$ cat src/rtl/put_ctrl.sv
// put_ctrl: transmit-side stream controller for the HPU result path.
// Buffers core result words in a small FIFO and sends them on the put_*
// valid/ready stream as one transfer of len words, with put_last on the final
// word. New output words are loaded only while run_i is high and matw_i is low.
//
// Ports:
//   clk, rst_n      clock, asynchronous active-low reset
//   run_i, matw_i   output-load gating (load only when run_i & ~matw_i)
//   start_i, len_i  begin a transfer of len_i words (len_i sampled on start_i)
//   res_v_i, res_data_i, res_ready_o   core result write handshake
//   put_valid_o, put_data_o, put_last_o, put_ready_i   output stream
//   busy_o          FSM not idle
//   done_o          one-cycle pulse when a transfer ends
//   err_o           sticky; result offered while idle, cleared by start_i
module put_ctrl #(
  parameter int unsigned DW    = 32,
  parameter int unsigned DEPTH = 8,
  parameter int unsigned LENW  = 16
) (
  input  logic            clk,
  input  logic            rst_n,
  input  logic            run_i,
  input  logic            matw_i,
  input  logic            start_i,
  input  logic [LENW-1:0] len_i,
  input  logic            res_v_i,
  input  logic [DW-1:0]   res_data_i,
  output logic            res_ready_o,
  output logic            put_valid_o,
  output logic [DW-1:0]   put_data_o,
  output logic            put_last_o,
  input  logic            put_ready_i,
  output logic            busy_o,
  output logic            done_o,
  output logic            err_o
);

  localparam int unsigned AW = $clog2(DEPTH);
  localparam int unsigned PW = AW + 1;

  localparam logic [1:0] S_IDLE = 2'd0;
  localparam logic [1:0] S_SEND = 2'd1;
  localparam logic [1:0] S_DONE = 2'd2;

  logic [1:0]      state_q, state_d;
  logic [LENW-1:0] in_rem_q, in_rem_d;
  logic [LENW-1:0] out_rem_q, out_rem_d;
  logic [PW-1:0]   wr_ptr_q, wr_ptr_d;
  logic [PW-1:0]   rd_ptr_q, rd_ptr_d;
  logic            pv_q, pv_d;
  logic [DW-1:0]   pd_q, pd_d;
  logic            done_q, done_d;
  logic            err_q, err_d;
  logic [DW-1:0]   mem_q [DEPTH];

  logic full, empty, push, pop, out_hs;

  // FIFO status: pointers carry one extra wrap bit
  assign full  = (wr_ptr_q[AW-1:0] == rd_ptr_q[AW-1:0]) && (wr_ptr_q[AW] != rd_ptr_q[AW]);
  assign empty = (wr_ptr_q == rd_ptr_q);

  // Write side only accepts the words still owed to this transfer
  assign res_ready_o = (state_q == S_SEND) && !full && (in_rem_q != '0);
  assign push        = res_v_i && res_ready_o;

  // Gating applies only to loading; a held word always completes
  assign out_hs = pv_q && put_ready_i;
  assign pop    = (!pv_q || put_ready_i) && !empty && run_i && !matw_i && (state_q == S_SEND);

  // Next-state logic
  always_comb begin
    state_d   = state_q;
    in_rem_d  = in_rem_q;
    out_rem_d = out_rem_q;
    wr_ptr_d  = wr_ptr_q;
    rd_ptr_d  = rd_ptr_q;
    pv_d      = pv_q;
    pd_d      = pd_q;
    done_d    = 1'b0;
    err_d     = err_q;

    if (push) begin
      wr_ptr_d = wr_ptr_q + PW'(1);
      in_rem_d = in_rem_q - LENW'(1);
    end

    if (pop) begin
      rd_ptr_d = rd_ptr_q + PW'(1);
      pv_d     = 1'b1;
      pd_d     = mem_q[rd_ptr_q[AW-1:0]];
    end else if (out_hs) begin
      pv_d = 1'b0;
    end

    if (out_hs) begin
      out_rem_d = out_rem_q - LENW'(1);
    end

    case (state_q)
      S_IDLE: begin
        if (res_v_i) begin
          err_d = 1'b1;
        end
        // start wins over a simultaneous stray result word
        if (start_i) begin
          err_d = 1'b0;
          if (len_i != '0) begin
            in_rem_d  = len_i;
            out_rem_d = len_i;
            state_d   = S_SEND;
          end else begin
            done_d = 1'b1;
          end
        end
      end
      S_SEND: begin
        if (out_hs && (out_rem_q == LENW'(1))) begin
          state_d = S_DONE;
          done_d  = 1'b1;
        end
      end
      S_DONE: begin
        state_d = S_IDLE;
      end
      default: begin
        state_d = S_IDLE;
      end
    endcase
  end

  // Control and output registers
  always_ff @(posedge clk or negedge rst_n) begin
    if (!rst_n) begin
      state_q   <= S_IDLE;
      in_rem_q  <= '0;
      out_rem_q <= '0;
      wr_ptr_q  <= '0;
      rd_ptr_q  <= '0;
      pv_q      <= 1'b0;
      pd_q      <= '0;
      done_q    <= 1'b0;
      err_q     <= 1'b0;
    end else begin
      state_q   <= state_d;
      in_rem_q  <= in_rem_d;
      out_rem_q <= out_rem_d;
      wr_ptr_q  <= wr_ptr_d;
      rd_ptr_q  <= rd_ptr_d;
      pv_q      <= pv_d;
      pd_q      <= pd_d;
      done_q    <= done_d;
      err_q     <= err_d;
    end
  end

  // FIFO storage; contents are invalidated by the pointer reset
  always_ff @(posedge clk) begin
    if (push) begin
      mem_q[wr_ptr_q[AW-1:0]] <= res_data_i;
    end
  end

  assign put_valid_o = pv_q;
  assign put_data_o  = pd_q;
  assign put_last_o  = pv_q && (out_rem_q == LENW'(1));
  assign busy_o      = (state_q != S_IDLE);
  assign done_o      = done_q;
  assign err_o       = err_q;

endmodule

$ cat config.mk
export PLATFORM = sky130hd
export DESIGN_NAME = put_ctrl
export DESIGN_NICKNAME = d
export VERILOG_FILES = /design/src/rtl/put_ctrl.sv
export SDC_FILE = /design/constraint.sdc
export NUM_CORES = 1
export LEC_CHECK = 0
export ABC_AREA = 1
export CAP_MARGIN = 20
export CELL_PAD_IN_SITES_DETAIL_PLACEMENT = 0
export CELL_PAD_IN_SITES_GLOBAL_PLACEMENT = 1
export CORE_ASPECT_RATIO = 0.6
export CORE_MARGIN = 2
export CORE_UTILIZATION = 48
export DETAILED_ROUTE_END_ITERATION = 6
export GPL_TIMING_DRIVEN = 0
export PLACE_DENSITY_LB_ADDON = 0.1
export SETUP_SLACK_MARGIN = 0.1
export SLEW_MARGIN = 40
export SYNTH_ARGS = -nofsm -noshare
export SYNTH_HDL_FRONTEND = slang
export SYNTH_SLANG_ARGS = --single-unit
export TNS_END_PERCENT = 20
$ cat constraint.sdc
create_clock -name clk -period 4.3 [get_ports clk]
set_input_delay 0.43 -clock clk [delete_from_list [all_inputs] [get_ports clk]]
set_output_delay 0.43 -clock clk [all_outputs]
set_load 0.05 [all_outputs]
==> results.py, run 1 <==
metrics = {
    "floorplan": {
        "die_area_um2": 30320,
        "die_w_um": 223.5,
        "die_y_um": 135.7,
        "rows": 48,
        "start_util_pct": 48.52,
        "boundaryPins": 93,
        "core_um2": 28590,
    },
    "critical_path": {
        "cp-end-kind": "output port",
        "path_cells": "inv_1, ha_1, nand2_1, nor2_1, nand2_1, nand2_1, nor2_4, buf_6, clkdlybuf4s50_1",
        "rr_worst_depth": 12,
        "startpoint_type": "flop",
        "worstPathBufferInverterCount": 3,
        "regToRegStartpoint": "in_rem_q[0]",
        "rr_endpoint": "mem_q[6][2]",
        "worstPathRequired_ns": 3.87,
        "crit_family": "buffers and inverters",
        "crit_fanout": 10,
        "max_stage_delay_ns": 0.81,
        "cp.depth": 9,
        "crit_start": "in_rem_q[0]",
        "cp_common_cell": "nand2_1",
        "r2r_setup_slack_ns": 1.37,
        "path_class": "reg -> out",
        "cp-endpoint": "res_ready_o",
        "cp.arrival_ns": 2.86,
        "slowest_stage": "clkdlybuf4s50_1",
    },
    "clock_tree": {
        "htreeDepth": 1,
        "clock_latency_ns": 0.59,
        "clk_pin_slew_worst_paths_ns": 0.06,
        "clock-sinks": 333,
        "cts_tree": "yes",
        "cts.repair.resized": 0,
        "cts_root_buffer": "clkbuf_16",
        "clk_path_buf_depth": 3,
        "cts_made_buffers": 31,
    },
    "status": {
        "status": "finished clean",
    },
    "placement": {
        "gp_congestion": 0.8292,
        "pre_cts_ws_ns": 1.428,
        "hpwl_mm": 25.28,
        "port_buffers": 91,
        "placedCellCount": 1613,
    },
    "sta": {
        "hold_viol_final": 0,
        "worst_slew_pin_slew_ns": 0.8670,
        "setup-violations-final": 0,
        "timing.hold.ws_ns": 0.2969,
        "rsz0062_at_grt": "false",
        "period_share_pct": 76.53,
        "slew_viol_final": 0,
        "fin_skew_ns": 0.01774,
        "fmax_mhz": 303.9,
        "layout_setup_ws_ns": 1.009,
        "slew_headroom_pct": 42.20,
        "post-route-min-period_ns": 3.291,
    },
    "global_routing": {
        "grt_usage_pct": 24.16,
        "grt_pass1_vias": 8512,
        "grt_max_degree": 53,
        "gr-total-overflow": 0,
        "grt_antenna_before_repair": 1,
        "grt_pass1_wl_mm": 53.79,
    },
    "synthesis": {
        "yosysWarnings": 0,
        "synth_top_area_share_pct": 55.43,
        "synth_nets": 1188,
        "syn_avg_cell_area_um2": 12.31,
        "yosysUniqueCellTypes": 31,
        "synthTopCellsByCount": "256 x edfxtp_1, 190 x nand2_1, 119 x nor2_1",
        "yosys-top-cells-area": "edfxtp_1 55%, dfrtp_1 14%, nand2_1 5.1%, mux2i_1 4.6%, o221ai_1 4.0%",
        "yosysSeqAreaShare_pct": 69.32,
        "synth_enable_flop_cells": 256,
        "post-synth-top-count-cell": "edfxtp_1",
        "synthArstFlopShare_pct": 23.12,
        "synth_ff_type": "edfxtp_1",
        "syn_inst": 1127,
        "ys_ff_latch": 333,
        "syn_area_um2": 13870,
        "yosys.area.top_type": "edfxtp_1",
    },
    "power": {
        "peakVddDrop_v": 0.0003453,
        "power.density_nw_per_um2": 682.1,
        "power_mw": 11.40,
        "leakage_nw": 6.419,
    },
    "drt": {
        "drt_pass1_iterations": 5,
        "wl_per_cell_um": 21.62,
        "viasPerCell": 5.483,
        "drc": 0,
        "drt_iter0_drc": 862,
        "routed_wl_mm": 36.18,
        "antenna_left": 0,
        "dr_total_vias": 9173,
    },
    "run": {
        "maxCapViolCount": 0,
    },
    "final_layout": {
        "layout-drive-gt1-share_pct": 8.096,
        "nNetsFinal": 1333,
        "stdcell_count": 1673,
        "area_growth_pct": 20.55,
    },
    "min_path": {
        "hold_path_class": "in -> async",
    },
}
==> what timing repair did <==
item	in CTS	in global routing
buffers inserted	0	0
endpoints found under the setup margin	0	0
hold buffers	1	0
hold endpoints to repair	25	0
==> per-layer routing <==
metal | track usage, % | up-vias | routed length, um
met5 | 0 | - | 0
met4 | 3.778 | 0 | 452
met3 | 4.359 | 36 | 3155
met2 | 33.66 | 338 | 14620
met1 | 39.64 | 4491 | 17950
li1 | - | 4308 | -
==> worst min-delay path by stage <==
stage                     endpoint            from  cells after the start
floorplan                   done_o           rst_n                      0
CTS                 put_data_o[18]           rst_n                      2
global placement    put_data_o[18]  put_data_o[18]                      2
finish              put_data_o[18]           rst_n                      2
detailed placement  put_data_o[22]           rst_n                      1
global route        put_data_o[18]           rst_n                      2
==> state kept, by name (all words and copies together), names as in the netlist <==
name,count
mem_q,256
put_data_o,32
in_rem_q,16
out_rem_q,16
rd_ptr_q,4
wr_ptr_q,4
state_q,2
done_o,1
err_o,1
put_valid_o,1
==> per-stage QoR <==
stage | cell area, um^2 | utilization [%] | TNS (ns)
final | 16720 | 58.49 | 0
after global routing | 16720 | 58.48 | 0
after CTS | 16720 | 58.48 | 0
after detailed placement | 15730 | 55.02 | 0
after global placement | 15250 | 53.34 | -158.01
after floorplan | 13870 | - | 0
==> area by class of cell <==
cell class                 instances  area [um^2]
antenna                            1        2.502
buffer                            57        276.5
clock buffer                      45        848.3
clock inverter                    13        130.1
fill                            2353        11870
inverter                          80        300.3
multi-input combinational        657         3734
sequential                       333         9614
tap                              375        469.2
timing repair buffer             112         1345
==> power breakdown <==
part | switching [mW] | internal (mW)
Clock | 1.19 | 1.49
Sequential | 0.353 | 4.14
Combinational | 2.82 | 1.40
==> cell families after synthesis <==
group / after synthesis / share of synthesized area (%)
simple gates: 412 / 12.49
mux: 64 / 4.619
fa+ha+maj: 6 / 0.5413
flops: 333 / 69.32
compound gates: 148 / 7.172
buf+inv: 137 / 4.159
xor+xnor: 27 / 1.705
==> cells in the final DEF (no fill, tap or decap), types with 2 or more instances in the layout <==
cell type        Yosys  final
buf_6                4      5
xor2_1              21     21
xnor2_1              6      6
nand3_1             73     73
nor2_4               1      8
buf_1                3      3
o221ai_1            64     64
nor2_2               4      3
buf_16               0     13
ha_1                 6      6
nor3_1               4      3
o21ai_0             77     77
nand2_2              2      2
buf_8                0      2
nand4_1              9      9
bufinv_16            0      2
clkbuf_8             0      2
edfxtp_1           256    256
clkinv_2             0      4
clkbuf_1            30     42
nand3b_1             8      8
inv_2                3      3
clkinvlp_4           0      2
clkdlybuf4s50_1      0     90
buf_2               17     18
nand2_1            190    190
clkinv_1             0      4
nor2_1             119    113
clkbuf_16            0     31
mux2i_1             64     64
a21boi_0             3      3
inv_1               77     77
dfrtp_1             77     77
buf_4                3      7
(Power assumes the default switching activity.)
==> run 2: changes to the inputs <==
==> constraint.sdc (replaced) <==
create_clock -name clk -period 3.31 [get_ports clk]
set_input_delay 0.331 -clock clk [delete_from_list [all_inputs] [get_ports clk]]
set_output_delay 0.331 -clock clk [all_outputs]
set_load 0.05 [all_outputs]
==> run 2 against run 1 <==
  * Critical path depth fell by 2
  * Critical path type unchanged
  * Cell count fell by 0.18%
  * Setup slack got worse by 0.75 ns
  * Core utilization rose by 0.31 points
  * Flip-flop and latch count did not move
  * Combinational power rose by 30%
  * Clock skew rose by 0.0025 ns
  * Largest power group unchanged
  * Sequential power rose by 30%
  * Non-clock buffer count fell by 1
  * First-iteration DRC count rose by 0.70%
  * Clock power rose by 38%
==> results.py, run 2 (synthesized netlist as in run 1, its figures left out) <==
metrics = {
    "status": {
        "status": "finished clean",
    },
    "global_routing": {
        "grt_usage_pct": 24.20,
        "gr-total-overflow": 0,
        "grt_pass1_vias": 8635,
        "use_met2_pct": 33.42,
        "grt_max_degree": 51,
        "grt_pass1_wl_mm": 53.90,
        "grtUsageMet1_pct": 39.85,
        "grt_antenna_before_repair": 0,
        "busiest_layer": "met1",
        "met3_usage_pct": 4.337,
    },
    "drt": {
        "wl_per_cell_um": 21.65,
        "routed_wl_mm": 36.15,
        "viasPerCell": 5.502,
        "drt_pass1_iterations": 5,
        "drt_iter0_drc": 868,
        "drc": 0,
        "antenna_left": 0,
        "dr_total_vias": 9189,
    },
    "sta": {
        "slew_viol_final": 0,
        "post-route-min-period_ns": 3.048,
        "timing.hold.ws_ns": 0.2226,
        "hold_viol_final": 0,
        "period_share_pct": 92.09,
        "rsz0062_at_grt": "true",
        "slew_headroom_pct": 40.28,
        "fin_skew_ns": 0.02028,
        "fmax_mhz": 328.1,
        "worst_slew_pin_slew_ns": 0.8958,
        "setup-violations-final": 0,
    },
    "final_layout": {
        "layout_common_cells": "256 x edfxtp_1, 190 x nand2_1, 113 x nor2_1",
        "layout_commonest_cell": "edfxtp_1",
        "antenna_cells": 0,
        "layout-drive-gt1-share_pct": 8.494,
        "largest_reg_flops": 256,
        "nNetsFinal": 1332,
        "area_growth_pct": 21.19,
        "stdcell_count": 1670,
        "fin_area_um2": 16810,
    },
    "floorplan": {
        "die_w_um": 223.5,
        "start_util_pct": 48.52,
        "die_area_um2": 30320,
        "boundaryPins": 93,
        "die_y_um": 135.7,
        "core_um2": 28590,
        "rows": 48,
    },
    "critical_path": {
        "rr_worst_depth": 12,
        "startpoint_type": "flop",
        "worstPathRequired_ns": 2.98,
        "crit_fanout": 3,
        "slowest_stage": "clkdlybuf4s50_1",
        "path_class": "reg -> out",
        "cp.arrival_ns": 2.72,
        "path_cells": "inv_1, ha_1, nand2_1, nor4_1, inv_1, nor2_1, clkdlybuf4s50_1",
        "max_stage_delay_ns": 0.81,
        "rr_endpoint": "mem_q[4][2]",
        "cp-end-kind": "output port",
        "regToRegStartpoint": "in_rem_q[0]",
        "r2r_setup_slack_ns": 0.57,
        "cp_common_cell": "inv_1",
    },
    "power": {
        "leakage_nw": 6.466,
        "comb_power_share_pct": 36.6,
        "power_mw": 15.06,
        "power_frac_clock_pct": 24.7,
        "netSwitchingPower_mw": 5.680,
        "switching_share_pct": 37.73,
        "peakVddDrop_v": 0.0004396,
        "power.density_nw_per_um2": 895.7,
        "internal_power_mw": 9.376,
        "pwr-share-seq_pct": 38.7,
    },
    "clock_tree": {
        "cts_made_buffers": 31,
        "cts_root_buffer": "clkbuf_16",
        "htreeDepth": 1,
        "clock-sinks": 333,
        "clock_latency_ns": 0.57,
        "cts_tree": "yes",
        "clk_pin_slew_worst_paths_ns": 0.07,
        "clk_path_buf_depth": 3,
        "post_cts_buffers": 0,
    },
    "placement": {
        "hpwl_mm": 25.20,
        "port_buffers": 91,
        "gp_congestion": 0.8395,
        "placedCellCount": 1612,
        "dpl_cell_area_um2": 15740,
    },
    "run": {
        "maxCapViolCount": 0,
    },
    "min_path": {
        "hold_path_class": "in -> async",
    },
}
-- run 2: repair_timing --
| action | CTS | global route |
|---|---|---|
| gates resized for setup | 0 | 1 |
| hold buffers | 1 | 0 |
| endpoints found under the setup margin | 0 | 2 |
| hold endpoints to repair | 27 | 0 |
-- run 2: area by class of cell --
cell class | instances | area, um^2
fillers | 2358 | 11780
flip-flops and latches | 333 | 9614
multi-input cells | 657 | 3740
repair buffers | 111 | 1354
clock buffers | 39 | 835.8
well taps | 375 | 469.2
inverters | 80 | 300.3
plain buffers | 57 | 276.5
clock inverters | 18 | 219.0
-- run 2: routing by layer --
| layer | vias to the layer above | share of wire (%) |
|---|---|---|
| met5 | - | 0 |
| met4 | 0 | 1.2 |
| met3 | 42 | 7.5 |
| met2 | 307 | 40 |
| met1 | 4538 | 51 |
| li1 | 4302 | - |
-- run 2: power groups by stage --
| stage | clock [mW] | sequential (mW) | combinational (mW) |
|---|---|---|---|
| after global routing | 3.94 | 5.92 | 6.00 |
| after floorplan | 0 | 6.48 | 2.79 |
| after CTS | 3.78 | 5.83 | 5.52 |
| after detailed placement | 0 | 5.91 | 5.50 |
| after global placement | 0 | 5.94 | 5.18 |
| final | 3.71 | 5.83 | 5.51 |
-- run 2: worst max-delay path by stage --
stage | endpoint | start
after global placement | mem_q[0][2] | in_rem_q[0]
after detailed placement | mem_q[4][2] | in_rem_q[0]
after floorplan | mem_q[0][0] | in_rem_q[0]
after global routing | put_last_o | out_rem_q[4]
final | put_last_o | out_rem_q[1]
after CTS | res_ready_o | in_rem_q[0]
-- run 2: worst max-delay path: cells and delay by family (launching register included) --
kind                     cells  cell delay [ns]
flip-flops                   1             0.38
buffers and inverters        3             0.97
adder cells (fa/ha/maj)      1             0.19
AND/OR/NAND/NOR              3             0.59
-- run 2: metrics by stage --
stage	setup TNS [ns]	util (%)	setup WS, ns
after floorplan	0	-	0.2750
after global placement	-393.68	53.36	-1.491
after detailed placement	0	55.06	0.5819
after CTS	0	58.79	0.1110
after global routing	0	58.80	0.09366
final	0	58.80	0.2617
==> run 3: changes to the inputs <==
--- a/config.mk
+++ b/config.mk
@@ -9,7 +9,7 @@
 export CAP_MARGIN = 20
 export CELL_PAD_IN_SITES_DETAIL_PLACEMENT = 0
 export CELL_PAD_IN_SITES_GLOBAL_PLACEMENT = 1
-export CORE_ASPECT_RATIO = 0.6
+export CORE_ASPECT_RATIO = 1.25
 export CORE_MARGIN = 2
 export CORE_UTILIZATION = 48
 export DETAILED_ROUTE_END_ITERATION = 6
==> run 3 against run 2 <==
  * First-iteration DRC count shrank 7.3%
  * Combinational power is essentially flat
  * Critical path depth grew 2
  * Flip-flop and latch count is the same
  * Power grew 0.61%
  * Clock-buffer cell count grew 9
  * Routed wire length grew 0.89%
  * Setup slack lost 0.10 ns
  * Highest routed layer unchanged
==> results.py, run 3 (synthesized netlist as in run 1, its figures left out) <==
metrics = {
    "critical_path": {
        "worstPathRequired_ns": 2.98,
        "path_class": "reg -> out",
        "startpoint_type": "flop",
        "crit_fanout": 10,
        "cp-end-kind": "output port",
        "crit_start": "in_rem_q[0]",
        "r2r_setup_slack_ns": 0.37,
        "cp.arrival_ns": 2.82,
        "regToRegStartpoint": "in_rem_q[0]",
        "rr_worst_depth": 12,
        "rr_endpoint": "mem_q[2][25]",
    },
    "final_layout": {
        "layout-drive-gt1-share_pct": 8.532,
        "largest_reg_flops": 256,
        "nNetsFinal": 1336,
        "layout_common_cells": "256 x edfxtp_1, 190 x nand2_1, 113 x nor2_1",
        "utilization_pct": 59.25,
        "layout_commonest_cell": "edfxtp_1",
        "area_growth_pct": 21.34,
        "stdcell_count": 1657,
    },
    "power": {
        "peakVddDrop_v": 0.0004919,
        "power_mw": 15.15,
        "power.density_nw_per_um2": 900.1,
        "leakage_nw": 6.505,
    },
    "sta": {
        "fmax_mhz": 317.2,
        "fin_skew_ns": 0.01471,
        "post-route-min-period_ns": 3.153,
        "timing.hold.ws_ns": 0.2766,
        "setup-violations-final": 0,
        "worst_slew_pin_slew_ns": 0.8371,
        "slew_viol_final": 0,
        "rsz0062_at_grt": "true",
        "slew_headroom_pct": 44.19,
        "layout_setup_ws_ns": 0.1572,
        "hold_viol_final": 0,
        "period_share_pct": 95.25,
    },
    "global_routing": {
        "grt_usage_pct": 24.43,
        "grt_antenna_before_repair": 1,
        "grt_max_degree": 53,
        "gr-total-overflow": 0,
        "grt_pass1_wl_mm": 55.21,
        "grt_pass1_vias": 9185,
    },
    "clock_tree": {
        "clk_pin_slew_worst_paths_ns": 0.06,
        "clock-sinks": 333,
        "cts_made_buffers": 35,
        "cts_tree": "yes",
        "htreeDepth": 2,
        "clk_path_buf_depth": 3,
        "cts_root_buffer": "clkbuf_16",
        "clock_latency_ns": 0.52,
    },
    "drt": {
        "drt_pass1_iterations": 5,
        "antenna_left": 0,
        "route.met2.wl_mm": 18.59,
        "wl_per_cell_um": 22.01,
        "drc": 0,
        "drt_iter0_drc": 805,
        "dr_total_vias": 9115,
        "wl_met3_mm": 1.872,
        "viasPerCell": 5.501,
        "wl_met1_mm": 14.87,
        "routed_wl_mm": 36.47,
        "topRoutingLayerUsed": "met4",
    },
    "floorplan": {
        "core_um2": 28400,
        "die_y_um": 194.1,
        "die_area_um2": 30280,
        "die_w_um": 156.0,
        "rows": 69,
        "start_util_pct": 48.83,
        "boundaryPins": 93,
    },
    "status": {
        "status": "finished clean",
    },
    "placement": {
        "hpwl_mm": 24.21,
        "pre_cts_ws_ns": 0.4008,
        "port_buffers": 91,
        "gp_congestion": 0.8271,
        "placedCellCount": 1592,
    },
    "min_path": {
        "hold_path_class": "in -> async",
    },
    "run": {
        "maxCapViolCount": 0,
    },
}
-- run 3: per-stage QoR --
stage          area [um^2]  TNS [ns]
3_3_place_gp         15230   -427.97
2_1_floorplan        13870         0
5_1_grt              16830         0
3_5_place_dp         15700         0
4_1_cts              16820         0
6_report             16830         0
-- run 3: final cells by class --
cell class,count,area [um^2]
Fill cell,2279,11570
Sequential cell,333,9614
Multi-Input combinational cell,657,3740
Timing Repair Buffer,111,1336
Clock buffer,48,944.7
Tap cell,355,444.2
Inverter,80,300.3
Buffer,57,277.8
Clock inverter,15,170.2
Antenna cell,1,2.502
-- run 3: layer usage --
metal	track usage, %	vias up
met4	8.257	0
met3	3.174	68
met2	43.07	283
li1	-	4316
met5	0	-
met1	31.09	4448
-- run 3: worst max-delay path by stage --
| stage | to | slack (ns) | cells past startpoint |
|---|---|---|---|
| floorplan | mem_q[0][0] | 0.28 | 10 |
| global placement | mem_q[0][1] | -1.63 | 10 |
| detailed placement | mem_q[2][1] | 0.40 | 12 |
| CTS | res_ready_o | 0.14 | 9 |
| global route | res_ready_o | 0.07 | 9 |
| finish | res_ready_o | 0.16 | 9 |
-- run 3: power by group --
part	internal [mW]	leakage (nW)	switching [mW]	total, mW
logic	1.82	2.71	3.67	5.50
registers	5.38	3.25	0.437	5.81
clock network	2.25	0.541	1.59	3.84
-- run 3: critical path, cell delays in order, from the launching register on --
cell and delay, ns:
dfrtp_1 0.41, inv_1 0.15, ha_1 0.23, nand2_1 0.06
nor2_1 0.04, nand2_1 0.11, nand2_1 0.10, nor2_4 0.22
buf_6 0.19, clkdlybuf4s50_1 0.81
-- run 3: what timing repair did --
action	in CTS	in global routing
buffers inserted	0	0
setup endpoints to repair	0	2
hold buffers	1	0
endpoints found under the hold margin	25	0
gates resized for setup	0	1
